[src/rtl/vel_estimator_pkg.sv]
`default_nettype none
// ============================================================================
// Package  : vel_estimator_pkg -- shared types and constants for vel_estimator
// Revision : 1.0
// ============================================================================
package vel_estimator_pkg;

    localparam int          DEF_TICK_COUNT = 500000;
    localparam int          DEF_GAIN       = 100;
    localparam int          SM_SIGN        = 16;
    localparam logic [15:0] SM_MAG_MAX     = 16'hFFFF;

    typedef enum logic [2:0] {
        ST_IDLE    = 3'd0,
        ST_CAPTURE = 3'd1,
        ST_DIFF    = 3'd2,
        ST_MULT    = 3'd3,
        ST_STORE   = 3'd4,
        ST_DONE    = 3'd5
    } state_t;

endpackage
`default_nettype wire

[src/rtl/vel_estimator_sm_subtract.sv]
`default_nettype none
// ============================================================================
// Module   : sm_subtract -- combinational sign-magnitude a-b, saturating
// Revision : 1.0
// ============================================================================
module sm_subtract
    import vel_estimator_pkg::*;
(
    input  logic [SM_SIGN:0] i_a,
    input  logic [SM_SIGN:0] i_b,
    output logic [SM_SIGN:0] o_y
);

    logic [SM_SIGN-1:0] w_a_mag;
    logic [SM_SIGN-1:0] w_b_mag;
    logic [SM_SIGN-1:0] w_mag;
    logic [SM_SIGN:0]   w_sum;
    logic               w_sign;

    assign w_a_mag = i_a[SM_SIGN-1:0];
    assign w_b_mag = i_b[SM_SIGN-1:0];
    assign w_sum   = {1'b0, w_a_mag} + {1'b0, w_b_mag};

    // a-b is a + (-b): opposite signs add magnitudes, equal signs subtract
    always_comb begin
        w_mag  = '0;
        w_sign = 1'b0;
        if (i_a[SM_SIGN] != i_b[SM_SIGN]) begin
            w_mag  = w_sum[SM_SIGN] ? SM_MAG_MAX : w_sum[SM_SIGN-1:0];
            w_sign = i_a[SM_SIGN];
        end else if (w_a_mag >= w_b_mag) begin
            w_mag  = w_a_mag - w_b_mag;
            w_sign = i_a[SM_SIGN];
        end else begin
            w_mag  = w_b_mag - w_a_mag;
            w_sign = ~i_b[SM_SIGN];
        end
    end

    assign o_y = {w_sign & (|w_mag), w_mag};

endmodule
`default_nettype wire

[src/rtl/vel_estimator.sv]
`default_nettype none
// ============================================================================
// Module   : vel_estimator -- pose finite-difference velocity, shared multiplier
// Revision : 1.0
// ============================================================================
module vel_estimator
    import vel_estimator_pkg::*;
#(
    parameter int N_WIDTH    = 17,
    parameter int Q_WIDTH    = 8,
    parameter int TICK_COUNT = DEF_TICK_COUNT,
    parameter int GAIN       = DEF_GAIN
) (
    input  logic               VEL_ESTIMATOR_CLOCK_50,
    input  logic               VEL_ESTIMATOR_RESET_InLow,
    input  logic               VEL_ESTIMATOR_SETBEGIN_InLow,
    input  logic [N_WIDTH-1:0] VEL_ESTIMATOR_POSX_InBus,
    input  logic [N_WIDTH-1:0] VEL_ESTIMATOR_POSY_InBus,
    input  logic [N_WIDTH-1:0] VEL_ESTIMATOR_THETA_InBus,
    output logic [N_WIDTH-1:0] VEL_ESTIMATOR_VX_OutBus,
    output logic [N_WIDTH-1:0] VEL_ESTIMATOR_VY_OutBus,
    output logic [N_WIDTH-1:0] VEL_ESTIMATOR_WZ_OutBus,
    output logic               VEL_ESTIMATOR_VALID_Out,
    output logic               VEL_ESTIMATOR_OVERRUN_Out
);

    localparam int              MAG_W       = N_WIDTH - 1;
    localparam int              ACC_W       = MAG_W + 7;
    localparam int              CNT_W       = $clog2(TICK_COUNT);
    localparam logic [6:0]      C_GAIN      = 7'(GAIN);
    localparam logic [CNT_W-1:0] C_TICK_LAST = CNT_W'(TICK_COUNT - 1);

    generate
        if (Q_WIDTH >= MAG_W) begin : g_bad_q_width
            $error("Q_WIDTH leaves no integer magnitude bits");
        end
    endgenerate

    state_t             r_state;
    state_t             w_next;
    logic [CNT_W-1:0]   r_cnt;
    logic               r_primed;
    logic [1:0]         r_axis;
    logic [2:0]         r_bit;
    logic [N_WIDTH-1:0] r_cur_x, r_cur_y, r_cur_t;
    logic [N_WIDTH-1:0] r_prev_x, r_prev_y, r_prev_t;
    logic [N_WIDTH-1:0] r_stage_x, r_stage_y, r_stage_t;
    logic [N_WIDTH-1:0] r_delta;
    logic [ACC_W-1:0]   r_acc;
    logic [N_WIDTH-1:0] r_vx, r_vy, r_wz;
    logic               r_valid, r_overrun;

    logic               w_tick;
    logic               w_idle, w_capture, w_diff, w_mult, w_store, w_done;
    logic [N_WIDTH-1:0] w_cur_sel, w_prev_sel, w_delta;
    logic [MAG_W-1:0]   w_mag;
    logic               w_sign;

    assign w_tick = (r_cnt == C_TICK_LAST);

    always_comb begin
        w_cur_sel  = r_cur_t;
        w_prev_sel = r_prev_t;
        case (r_axis)
            2'd0: begin w_cur_sel = r_cur_x; w_prev_sel = r_prev_x; end
            2'd1: begin w_cur_sel = r_cur_y; w_prev_sel = r_prev_y; end
            default: ;
        endcase
    end

    sm_subtract u_sub (
        .i_a (w_cur_sel),
        .i_b (w_prev_sel),
        .o_y (w_delta)
    );

    // Saturate the product; a zero result is always +0
    assign w_mag  = (|r_acc[ACC_W-1:MAG_W]) ? MAG_W'(SM_MAG_MAX) : r_acc[MAG_W-1:0];
    assign w_sign = r_delta[SM_SIGN] & (|w_mag);

    always_ff @(posedge VEL_ESTIMATOR_CLOCK_50 or negedge VEL_ESTIMATOR_RESET_InLow) begin
        if (!VEL_ESTIMATOR_RESET_InLow)
            r_state <= ST_IDLE;
        else if (!VEL_ESTIMATOR_SETBEGIN_InLow)
            r_state <= ST_IDLE;
        else
            r_state <= w_next;
    end

    always_comb begin
        w_next = r_state;
        case (r_state)
            ST_IDLE:    if (w_tick) w_next = ST_CAPTURE;
            ST_CAPTURE: w_next = r_primed ? ST_DIFF : ST_IDLE;
            ST_DIFF:    w_next = ST_MULT;
            ST_MULT:    if (r_bit == 3'd6) w_next = ST_STORE;
            ST_STORE:   w_next = (r_axis == 2'd2) ? ST_DONE : ST_DIFF;
            ST_DONE:    w_next = ST_IDLE;
            default:    w_next = ST_IDLE;
        endcase
    end

    always_comb begin
        w_idle    = (r_state == ST_IDLE);
        w_capture = (r_state == ST_CAPTURE);
        w_diff    = (r_state == ST_DIFF);
        w_mult    = (r_state == ST_MULT);
        w_store   = (r_state == ST_STORE);
        w_done    = (r_state == ST_DONE);
    end

    always_ff @(posedge VEL_ESTIMATOR_CLOCK_50 or negedge VEL_ESTIMATOR_RESET_InLow) begin
        if (!VEL_ESTIMATOR_RESET_InLow) begin
            r_cnt     <= '0;
            r_primed  <= 1'b0;
            r_axis    <= '0;
            r_bit     <= '0;
            r_cur_x   <= '0; r_cur_y   <= '0; r_cur_t   <= '0;
            r_prev_x  <= '0; r_prev_y  <= '0; r_prev_t  <= '0;
            r_stage_x <= '0; r_stage_y <= '0; r_stage_t <= '0;
            r_delta   <= '0;
            r_acc     <= '0;
            r_vx      <= '0; r_vy      <= '0; r_wz      <= '0;
            r_valid   <= 1'b0;
            r_overrun <= 1'b0;
        end else if (!VEL_ESTIMATOR_SETBEGIN_InLow) begin
            r_cnt     <= '0;
            r_primed  <= 1'b0;
            r_vx      <= '0; r_vy      <= '0; r_wz      <= '0;
            r_valid   <= 1'b0;
            r_overrun <= 1'b0;
        end else begin
            r_cnt   <= w_tick ? '0 : r_cnt + CNT_W'(1);
            r_valid <= 1'b0;
            if (w_tick && !w_idle)
                r_overrun <= 1'b1;
            if (w_capture) begin
                r_cur_x <= VEL_ESTIMATOR_POSX_InBus;
                r_cur_y <= VEL_ESTIMATOR_POSY_InBus;
                r_cur_t <= VEL_ESTIMATOR_THETA_InBus;
                r_axis  <= 2'd0;
                if (!r_primed) begin
                    r_prev_x <= VEL_ESTIMATOR_POSX_InBus;
                    r_prev_y <= VEL_ESTIMATOR_POSY_InBus;
                    r_prev_t <= VEL_ESTIMATOR_THETA_InBus;
                    r_primed <= 1'b1;
                end
            end
            if (w_diff) begin
                r_delta <= w_delta;
                r_acc   <= '0;
                r_bit   <= 3'd0;
            end
            // GAIN LSB first: add the delta magnitude shifted by the bit weight
            if (w_mult) begin
                if (C_GAIN[r_bit])
                    r_acc <= r_acc + (ACC_W'(r_delta[MAG_W-1:0]) << r_bit);
                r_bit <= r_bit + 3'd1;
            end
            if (w_store) begin
                case (r_axis)
                    2'd0:    r_stage_x <= {w_sign, w_mag};
                    2'd1:    r_stage_y <= {w_sign, w_mag};
                    default: r_stage_t <= {w_sign, w_mag};
                endcase
                r_axis <= r_axis + 2'd1;
            end
            if (w_done) begin
                r_vx     <= r_stage_x;
                r_vy     <= r_stage_y;
                r_wz     <= r_stage_t;
                r_valid  <= 1'b1;
                r_prev_x <= r_cur_x;
                r_prev_y <= r_cur_y;
                r_prev_t <= r_cur_t;
            end
        end
    end

    assign VEL_ESTIMATOR_VX_OutBus   = r_vx;
    assign VEL_ESTIMATOR_VY_OutBus   = r_vy;
    assign VEL_ESTIMATOR_WZ_OutBus   = r_wz;
    assign VEL_ESTIMATOR_VALID_Out   = r_valid;
    assign VEL_ESTIMATOR_OVERRUN_Out = r_overrun;

endmodule
`default_nettype wire

[config.mk]
export PLATFORM = sky130hd
export DESIGN_NAME = vel_estimator
export DESIGN_NICKNAME = d
export VERILOG_FILES = /design/src/rtl/vel_estimator_pkg.sv /design/src/rtl/vel_estimator_sm_subtract.sv /design/src/rtl/vel_estimator.sv
export SDC_FILE = /design/constraint.sdc
export NUM_CORES = 1
export LEC_CHECK = 0
export CAP_MARGIN = 20
export CELL_PAD_IN_SITES_DETAIL_PLACEMENT = 1
export CELL_PAD_IN_SITES_GLOBAL_PLACEMENT = 1
export CORE_MARGIN = 8
export CORE_UTILIZATION = 35
export DETAILED_ROUTE_END_ITERATION = 6
export PLACE_DENSITY_LB_ADDON = 0.1
export RECOVER_POWER = 50
export SLEW_MARGIN = 20
export SYNTH_ARGS = -nofsm -noshare
export SYNTH_HDL_FRONTEND = slang
export SYNTH_HIERARCHICAL = 1
export SYNTH_SLANG_ARGS = --single-unit
[constraint.sdc]
create_clock -name VEL_ESTIMATOR_CLOCK_50 -period 11.5 [get_ports VEL_ESTIMATOR_CLOCK_50]
set_input_delay 2.3 -clock VEL_ESTIMATOR_CLOCK_50 [delete_from_list [all_inputs] [get_ports VEL_ESTIMATOR_CLOCK_50]]
set_output_delay 2.3 -clock VEL_ESTIMATOR_CLOCK_50 [all_outputs]
set_load 0.02 [all_outputs]
* Word-level counts from Yosys, hierarchy flattened
Memory sizes are Yosys's and may differ from the RTL's.
Index checks and enable logic that the tools add are counted.
** Storage, ports and cells
- Flip-flop bits (word level) :: 274
- Latch bits :: 0
- RAM bits :: 0
- ROM bits :: 8
- Output and inout port bits :: 53
- Word-level logic and storage cells :: 117
- Memories :: 1
** Memory list
- (name not given) :: words 8, width 1, read ports 1, clocked after Yosys merged registers in 0, write ports 0, line vel_estimator.sv:156 : if (C_GAIN[r_bit])
** Cells by class
- $add $sub $neg :: 7
- Multipliers :: 0
- Div/mod/pow operators :: 0
- Order comparisons :: 2
- Eq/ne operators :: 16
- Shift operators :: 1
- Multiplexer cells :: 45
- Bitwise operators :: 4
- Reduce and logical (&&, ||, !) cells :: 20
** Operators with widths (number)
- $mux W17 :: 15
- $mux W23 :: 3
- $pmux W17 S2 :: 2
- $mux W16 :: 4
- $mux W19 :: 2
- $reduce_or A16 Y1 :: 2
- $sub A16 B16 Y16 :: 2
- $add A23 B23 Y23 :: 1
- $shl A16 B3 Y23 :: 1
- $add A19 B1 Y19 const B :: 1
- $eq A19 B19 Y1 const B :: 1
- $mux W3 :: 6
- $add A16 B16 Y17 :: 1
- $ge A16 B16 Y1 :: 1
- $pmux W3 S5 :: 1
- $reduce_and A3 Y1 :: 4
- $reduce_and A2 Y1 :: 5
- $eq A3 B3 Y1 const B :: 3
- $mux W1 :: 9
- $ne A2 B1 Y1 const B :: 4
- $reduce_or A7 Y1 :: 1
- $eq A3 B2 Y1 const B :: 2
- $mux W2 :: 3
- $reduce_bool A2 Y1 :: 3
- other kinds (16) :: 18

* Logic depth before layout (Yosys ltp)
Gate-level depths: netlist (run 1).
- Depth in word-level cells :: 7
- Mapped depth :: 24
- Mapped depth without buffers :: 21

* By module
The synthesis (run 1) kept the hierarchy.
** Modules (own cells, without submodules)
- vel_estimator :: instances 1, cells each 1304, area an instance 13191.4 um2, seq. area each 6856.6 um2
- sm_subtract :: instances 1, cells each 401, area an instance 2730.1 um2, seq. area each 0.0 um2

* Worst setup path after synthesis (run 1)
Ideal clock, no wire load.
- Path kind :: register to register
- Start point :: reg r_axis[0]
- End point :: reg r_delta[16]
- Setup time :: 0.117 ns
- Arrival time :: 4.321 ns
- Required time :: 11.383 ns
- Path slack :: 7.062 ns
- Stages on the path, launching flop included :: 22
- Path buffers :: 2
- Cells stage by stage :: dfrtp_1 inv_1 ha_1 clkbuf_1 nor2_1 clkbuf_1 nand2_1 nand2_1 inv_1 fa_1 a21oi_1 a21oi_1 o21ai_1 o211ai_4 mux2_4 o22a_1 a21o_1 or4b_1 nor4_2 a41oi_1 nand2_1 nand2_1
** Between the ends
- Longest elaborated chain between the ends :: 7
** RTL lines
- start: declaration :: line vel_estimator.sv:43 : logic [1:0] r_axis;
- start signal: assignment :: line vel_estimator.sv:166 : r_axis <= r_axis + 2'd1;
- $eq A2 B1 Y1 / $logic_not A2 Y1 (equally long branches) :: line vel_estimator.sv:64 : case (r_axis)
- $pmux W17 S2 * :: line vel_estimator.sv:64
- net w_prev_sel[1] :: line vel_estimator.sv:55 : logic [N_WIDTH-1:0] w_cur_sel, w_prev_sel, w_delta;
- $sub A16 B16 Y16 (tied with other cells) :: line vel_estimator_sm_subtract.sv:35 : w_mag = w_b_mag - w_a_mag;
- $mux W16 (on tied branches) :: line vel_estimator_sm_subtract.sv:31, vel_estimator_sm_subtract.sv:29
- $mux W16 * :: line vel_estimator_sm_subtract.sv:28 : if (i_a[SM_SIGN] != i_b[SM_SIGN]) begin
- net w_delta[9] :: line vel_estimator.sv:55
- $reduce_or A16 Y1 * :: line vel_estimator_sm_subtract.sv:40 : assign o_y = {w_sign & (|w_mag), w_mag};
- $and A1 B1 Y1 * :: line vel_estimator_sm_subtract.sv:40
- net w_delta[16] :: line vel_estimator.sv:55
- end signal: assignment :: line vel_estimator.sv:150 : r_delta <= w_delta;
- end: declaration :: line vel_estimator.sv:48 : logic [N_WIDTH-1:0] r_delta;
Mark *: on every way through the listed nets, which the timed path passes. The rest lies on a longest branch.
A chain may end at the register's enable or synchronous reset.

==> impl_metrics.ini, run 1 <==
[outcome]
violations = capacitance limit, slew limit
status = finished with violations

[critical_path]
critical_path.max_fanout = 163
endpoint_kind = asynchronous set/reset pin
path_delay_family = buffers and inverters
crit_path_max_incr_delay_ns = 2.96
cp.depth = 2
path_cells = buf_8, clkbuf_2
path_buf_inv = 2
slowest_stage = clkbuf_2
r2r_cells = 21
worstSetupPathType = input port to asynchronous set/reset pin
critPathRequiredTime_ns = 11.16
crit_arrival_ns = 6.06
cp-start-kind = input port

[synthesis]
syn_nets = 1838
ys_seq_area_share_pct = 43.1
synth_seq_cells = 274
avgSynthCellArea_um2 = 9.34
syn_area_um2 = 15900
syn_inst = 1705
synth-main-ff-cell = dfrtp_1
synth-async-reset-ratio_pct = 100
ys_warn_count = 6
synth.distinct_cells = 86
synth_edf_count = 0

[route]
firstDrtPassIters = 5
drt.antenna.violating_nets = 0
wl_per_cell_um = 20.2
first_iter_violations = 665
viasPerCell = 5.32
drt_drc_violations_left = 0
vias = 12700
routed_wl_mm = 48.2

[layout]
syn_to_final_growth_pct = 16.7
reg_top3 = r_acc (23), r_cnt (19)
final_nets = 1891
seqCellArea_um2 = 6860
multiInputGateArea_um2 = 8460
mostFrequentLayoutCells = 305 x nand2_1, 274 x dfrtp_1, 163 x o21ai_0, 104 x clkdlybuf4s50_1, 102 x nor2_1
largest_reg_flops = 23
regMostFlops = r_acc
layout_commonest_cell = nand2_1
antenna_cells = 0
n_fill_cell = 5130
drive_above_1_share_pct = 9.59

[hold_path]
hold_class = register to register
min_path_cells = 2

[job]
cap_violations = 1

[place]
gp_congestion = 0.821
portBuffers = 106
dp_hpwl_mm = 34.6

[pwr]
p_leak_nw = 8.62
power_density_nw_per_um2 = 333
peakVddDrop_v = 0.000160

[grt]
first_global_vias = 13300
grt_max_degree = 164
antenna_found_initial = 1
overflow = 0
grt_pass1_wl_mm = 76.9
grt_usage_pct = 18.0

[cts]
clock_tree.buffer_depth = 3
cts.sinks = 274
cts_resized = 0
holdBufCountCts = 0
cts_tree = done
cts_setup_buffers = 0
clk_pin_slew_ns = 0.06
htreeDepth = 2
clk-insertion-delay-late_ns = 0.55
cts_buffers = 35
clock-root-buffer = clkbuf_16

[sta]
fin_crit_sh_pct = 55.6
max_freq_ghz = 0.156
clock_skew_ns = 0.0163
layout_min_cycle_time_ns = 6.39
relSlewSlack_pct = -179
setup_violations = 0
finalMaxSlewViolations = 164
setup_tns_ns = 0
rsz0062_at_grt = no
worst_pin_slew_ns = 4.18
hold_viol = 0
hold_ws_ns = 0.479

[floorplanning]
dieWidth_um = 229
io_pins = 107
dieArea_um2 = 52600
rows = 78
die_h_um = 229
start_util_pct = 35.2
placeableCoreArea_um2 = 45200
## final timing paths
check / slack (ns) / end / from
hold / removal: 0.48 / r_prev_t[5] / r_prev_t[5]
setup / recovery: 5.11 / r_prev_t[15] / VEL_ESTIMATOR_RESET_InLow
max in group VEL_ESTIMATOR_CLOCK_50: 6.05 / r_delta[16] / r_axis[0]
min in group asynchronous: 1.81 / VEL_ESTIMATOR_WZ_OutBus[10] / VEL_ESTIMATOR_RESET_InLow
setup reg to reg: 6.05 / r_delta[16] / r_axis[0]
hold reg to reg: 0.48 / r_prev_t[5] / r_prev_t[5]
## power breakdown
part	internal, mW	leakage [nW]	switching [mW]
Sequential	1.18	3.60	0.177
Clock	0.632	0.543	0.443
Combinational	1.39	4.47	2.37
Total	3.19	8.62	2.99
## synth_stat cells, types with 11 or more instances
cell type | instances | area share, %
nor3_1 | 22 | 0.69
o21bai_1 | 14 | 0.66
nand2_1 | 307 | 7.2
inv_1 | 56 | 1.3
a21oi_1 | 52 | 1.6
buf_2 | 27 | 0.85
xnor2_1 | 20 | 1.1
dfrtp_1 | 274 | 43
a21o_1 | 18 | 0.85
a22o_1 | 53 | 2.9
a22oi_1 | 37 | 1.7
ha_1 | 75 | 5.9
and3_1 | 11 | 0.43
mux2i_1 | 66 | 4.1
nand3_1 | 36 | 1.1
clkbuf_1 | 70 | 1.7
mux2_2 | 68 | 4.8
xor2_1 | 21 | 1.2
a211oi_1 | 15 | 0.71
o21ai_0 | 163 | 5.1
nor2_1 | 104 | 2.5
nor2b_1 | 13 | 0.51
nand2b_1 | 19 | 0.75
## per-stage QoR
step           instance area (um^2)  power [mW]  std cells  util [%]  setup slack, ns
2_1_floorplan                 15900        4.07       1705         -             7.06
3_3_place_gp                  17400        5.04       2319      38.6             6.23
3_5_place_dp                  17400        5.11       2319      38.6             6.12
4_1_cts                       18500        6.24       2382      41.0             6.06
5_1_grt                       18600        6.67       2384      41.1             4.07
6_report                      18600        6.18       2384      41.1             5.11
## kinds of logic after synthesis
group           share of synthesized area (%)
buf+inv                                  4.08
simple gates                             15.8
xor+xnor                                 2.26
compound gates                           18.5
flops                                    43.1
fa+ha+maj                                6.40
mux                                      9.90
## layer usage
metal / vias to the layer above / global-route usage, % / share of wire (%)
met5: - / 0 / 0
met4: 0 / 6.14 / 2.9
met3: 65 / 2.63 / 3.1
met2: 189 / 31.7 / 50
met1: 6295 / 22.3 / 44
li1: 6130 / - / -
## cell type report
| class | instances | area share [%] |
|---|---|---|
| Sequential cell | 274 | 36.9 |
| Inverter | 58 | 1.17 |
| Clock buffer | 54 | 5.42 |
| Timing Repair Buffer | 117 | 6.32 |
| Clock inverter | 9 | 0.626 |
| Multi-Input combinational cell | 1272 | 45.5 |
| Tap cell | 600 | 4.04 |
No activity file was read; power rests on OpenSTA's default activity.
==> run 2, diff against run 1 <==
==> constraint.sdc (replaced) <==
create_clock -name VEL_ESTIMATOR_CLOCK_50 -period 6.55 [get_ports VEL_ESTIMATOR_CLOCK_50]
set_input_delay 1.31 -clock VEL_ESTIMATOR_CLOCK_50 [delete_from_list [all_inputs] [get_ports VEL_ESTIMATOR_CLOCK_50]]
set_output_delay 1.31 -clock VEL_ESTIMATOR_CLOCK_50 [all_outputs]
set_load 0.02 [all_outputs]
==> impl_metrics.ini, run 2 (same netlist as run 1, synthesis figures left out) <==
[sta]
rsz0062_at_grt = no
layout_min_cycle_time_ns = 5.49
clock_skew_ns = 0.0126
finalMaxSlewViolations = 81
setup_violations = 0
max_freq_ghz = 0.182
hold_viol = 0
fin_crit_sh_pct = 83.9
timing.final.ws_setup_ns = 1.06
relSlewSlack_pct = -199
setup_tns_ns = 0
worst_pin_slew_ns = 4.48

[floorplanning]
dieArea_um2 = 52600
die_h_um = 229
placeableCoreArea_um2 = 45200
dieWidth_um = 229
start_util_pct = 35.2
io_pins = 107
rows = 78

[pwr]
peakVddDrop_v = 0.000353
p_leak_nw = 8.67
power_density_nw_per_um2 = 587

[grt]
grt_usage_pct = 18.2
grt_max_degree = 152
overflow = 0
top_usage_layer = met2
first_global_vias = 13500
gr-usage-met1_pct = 22.4
globalRouteMet2Util_pct = 32.4
grt_pass1_wl_mm = 77.7
groute.layer.met3.usage_pct = 2.62
antenna_found_initial = 0

[route]
drt_drc_violations_left = 0
firstDrtPassIters = 7
vias = 12700
wl_per_cell_um = 20.1
viasPerCell = 5.34
drt.antenna.violating_nets = 0
routed_wl_mm = 48.0
first_iter_violations = 711

[layout]
multiInputGateArea_um2 = 8450
syn_to_final_growth_pct = 17.1
layout_commonest_cell = nand2_1
n_fill_cell = 5141
final_nets = 1893
reg_top3 = r_acc (23), r_cnt (19)
seqCellArea_um2 = 6860
regMostFlops = r_acc
largest_reg_flops = 23
mostFrequentLayoutCells = 307 x nand2_1, 274 x dfrtp_1, 163 x o21ai_0, 104 x clkdlybuf4s50_1, 102 x nor2_1
drive_above_1_share_pct = 10.0

[cts]
clock-root-buffer = clkbuf_16
cts.sinks = 274
cts_resized = 0
cts_tree = done
clk_pin_slew_ns = 0.06
cts_setup_buffers = 0
holdBufCountCts = 0
clock_tree.buffer_depth = 3
cts_buffers = 34
htreeDepth = 2
clk-insertion-delay-late_ns = 0.54

[place]
portBuffers = 106
gp_congestion = 0.854
dp_hpwl_mm = 35.1
pre_cts_slack_ns = 1.06

[outcome]
violations = capacitance limit, slew limit
status = finished with violations

[critical_path]
endpoint_kind = register
crit_arrival_ns = 5.92
cp-start-kind = register
critPathRequiredTime_ns = 6.98
worstSetupPathType = register to register
critical_path.max_fanout = 26

[job]
cap_violations = 1

[hold_path]
hold_class = register to register
run 2: changes by cell type in the layout (fill, tap and decap cells not counted), moves of 2 or more:
cell / previous run / this run
clkbuf_1: 13 / 5
bufinv_16: 1 / 3
clkbuf_8: 6 / 8
nand2_2: 2 / 0
buf_12: 0 / 2
buf_4: 8 / 10
clkinv_2: 3 / 6
nand2_1: 305 / 307
run 2: final timing paths:
kind / cells after the start / to / slack, ns / start
max: 20 / r_delta[16] / 1.06 / r_axis[0]
min: 2 / r_prev_t[15] / 0.48 / r_prev_t[15]
max reg2reg: 20 / r_delta[16] / 1.06 / r_axis[0]
min reg2reg: 2 / r_prev_t[15] / 0.48 / r_prev_t[15]
max in group asynchronous: 2 / r_stage_x[10] / 1.25 / VEL_ESTIMATOR_RESET_InLow
min in group asynchronous: 1 / r_stage_t[9] / 2.35 / VEL_ESTIMATOR_RESET_InLow
run 2: power breakdown:
group	internal [mW]	switching [mW]
clock	1.20	0.771
combinational	2.44	4.16
sequential	2.07	0.316
run 2: stage by stage:
stage | hold WS (ns) | area [um^2] | std cells | util [%] | power, mW
5_1_grt | 0.510 | 18600 | 2386 | 41.3 | 11.9
2_1_floorplan | 0.446 | 15900 | 1705 | - | 7.14
3_5_place_dp | 0.470 | 17400 | 2322 | 38.6 | 9.01
6_report | 0.480 | 18600 | 2387 | 41.3 | 10.9
4_1_cts | 0.484 | 18600 | 2384 | 41.2 | 11.1
3_3_place_gp | 0.463 | 17400 | 2322 | 38.6 | 8.92
run 2: area by class of cell:
| cell class | instances | area share, % |
|---|---|---|
| multi-input combinational | 1272 | 45.3 |
| sequential | 274 | 36.8 |
| timing repair buffer | 120 | 6.38 |
| clock buffer | 47 | 5.37 |
| tap | 600 | 4.03 |
| inverter | 58 | 1.17 |
| clock inverter | 15 | 0.973 |
| antenna | 1 | 0.0134 |
run 2: worst max-delay path, cell delays in order, from the launching register on:
cell and delay (ns):
dfrtp_1 0.38, inv_1 0.10, ha_1 0.24, nor2_2 0.60, buf_4 0.30, nand2_1 0.06, nand2_1 0.11, inv_1 0.05
ha_1 0.57, nand2_1 0.10, o21ai_1 0.20, nand2_1 0.16, o211ai_4 0.72, mux2_4 0.36, o22a_1 0.18, a21o_1 0.20
or4b_1 0.57, nor4_2 0.17, a41oi_1 0.14, nand2_1 0.09, nand2_1 0.05
run 2: routing by layer:
layer,part of all wire [%],vias up
met5,0,-
met4,2.6,0
met3,3.0,68
met2,51,178
met1,43,6359
li1,-,6138
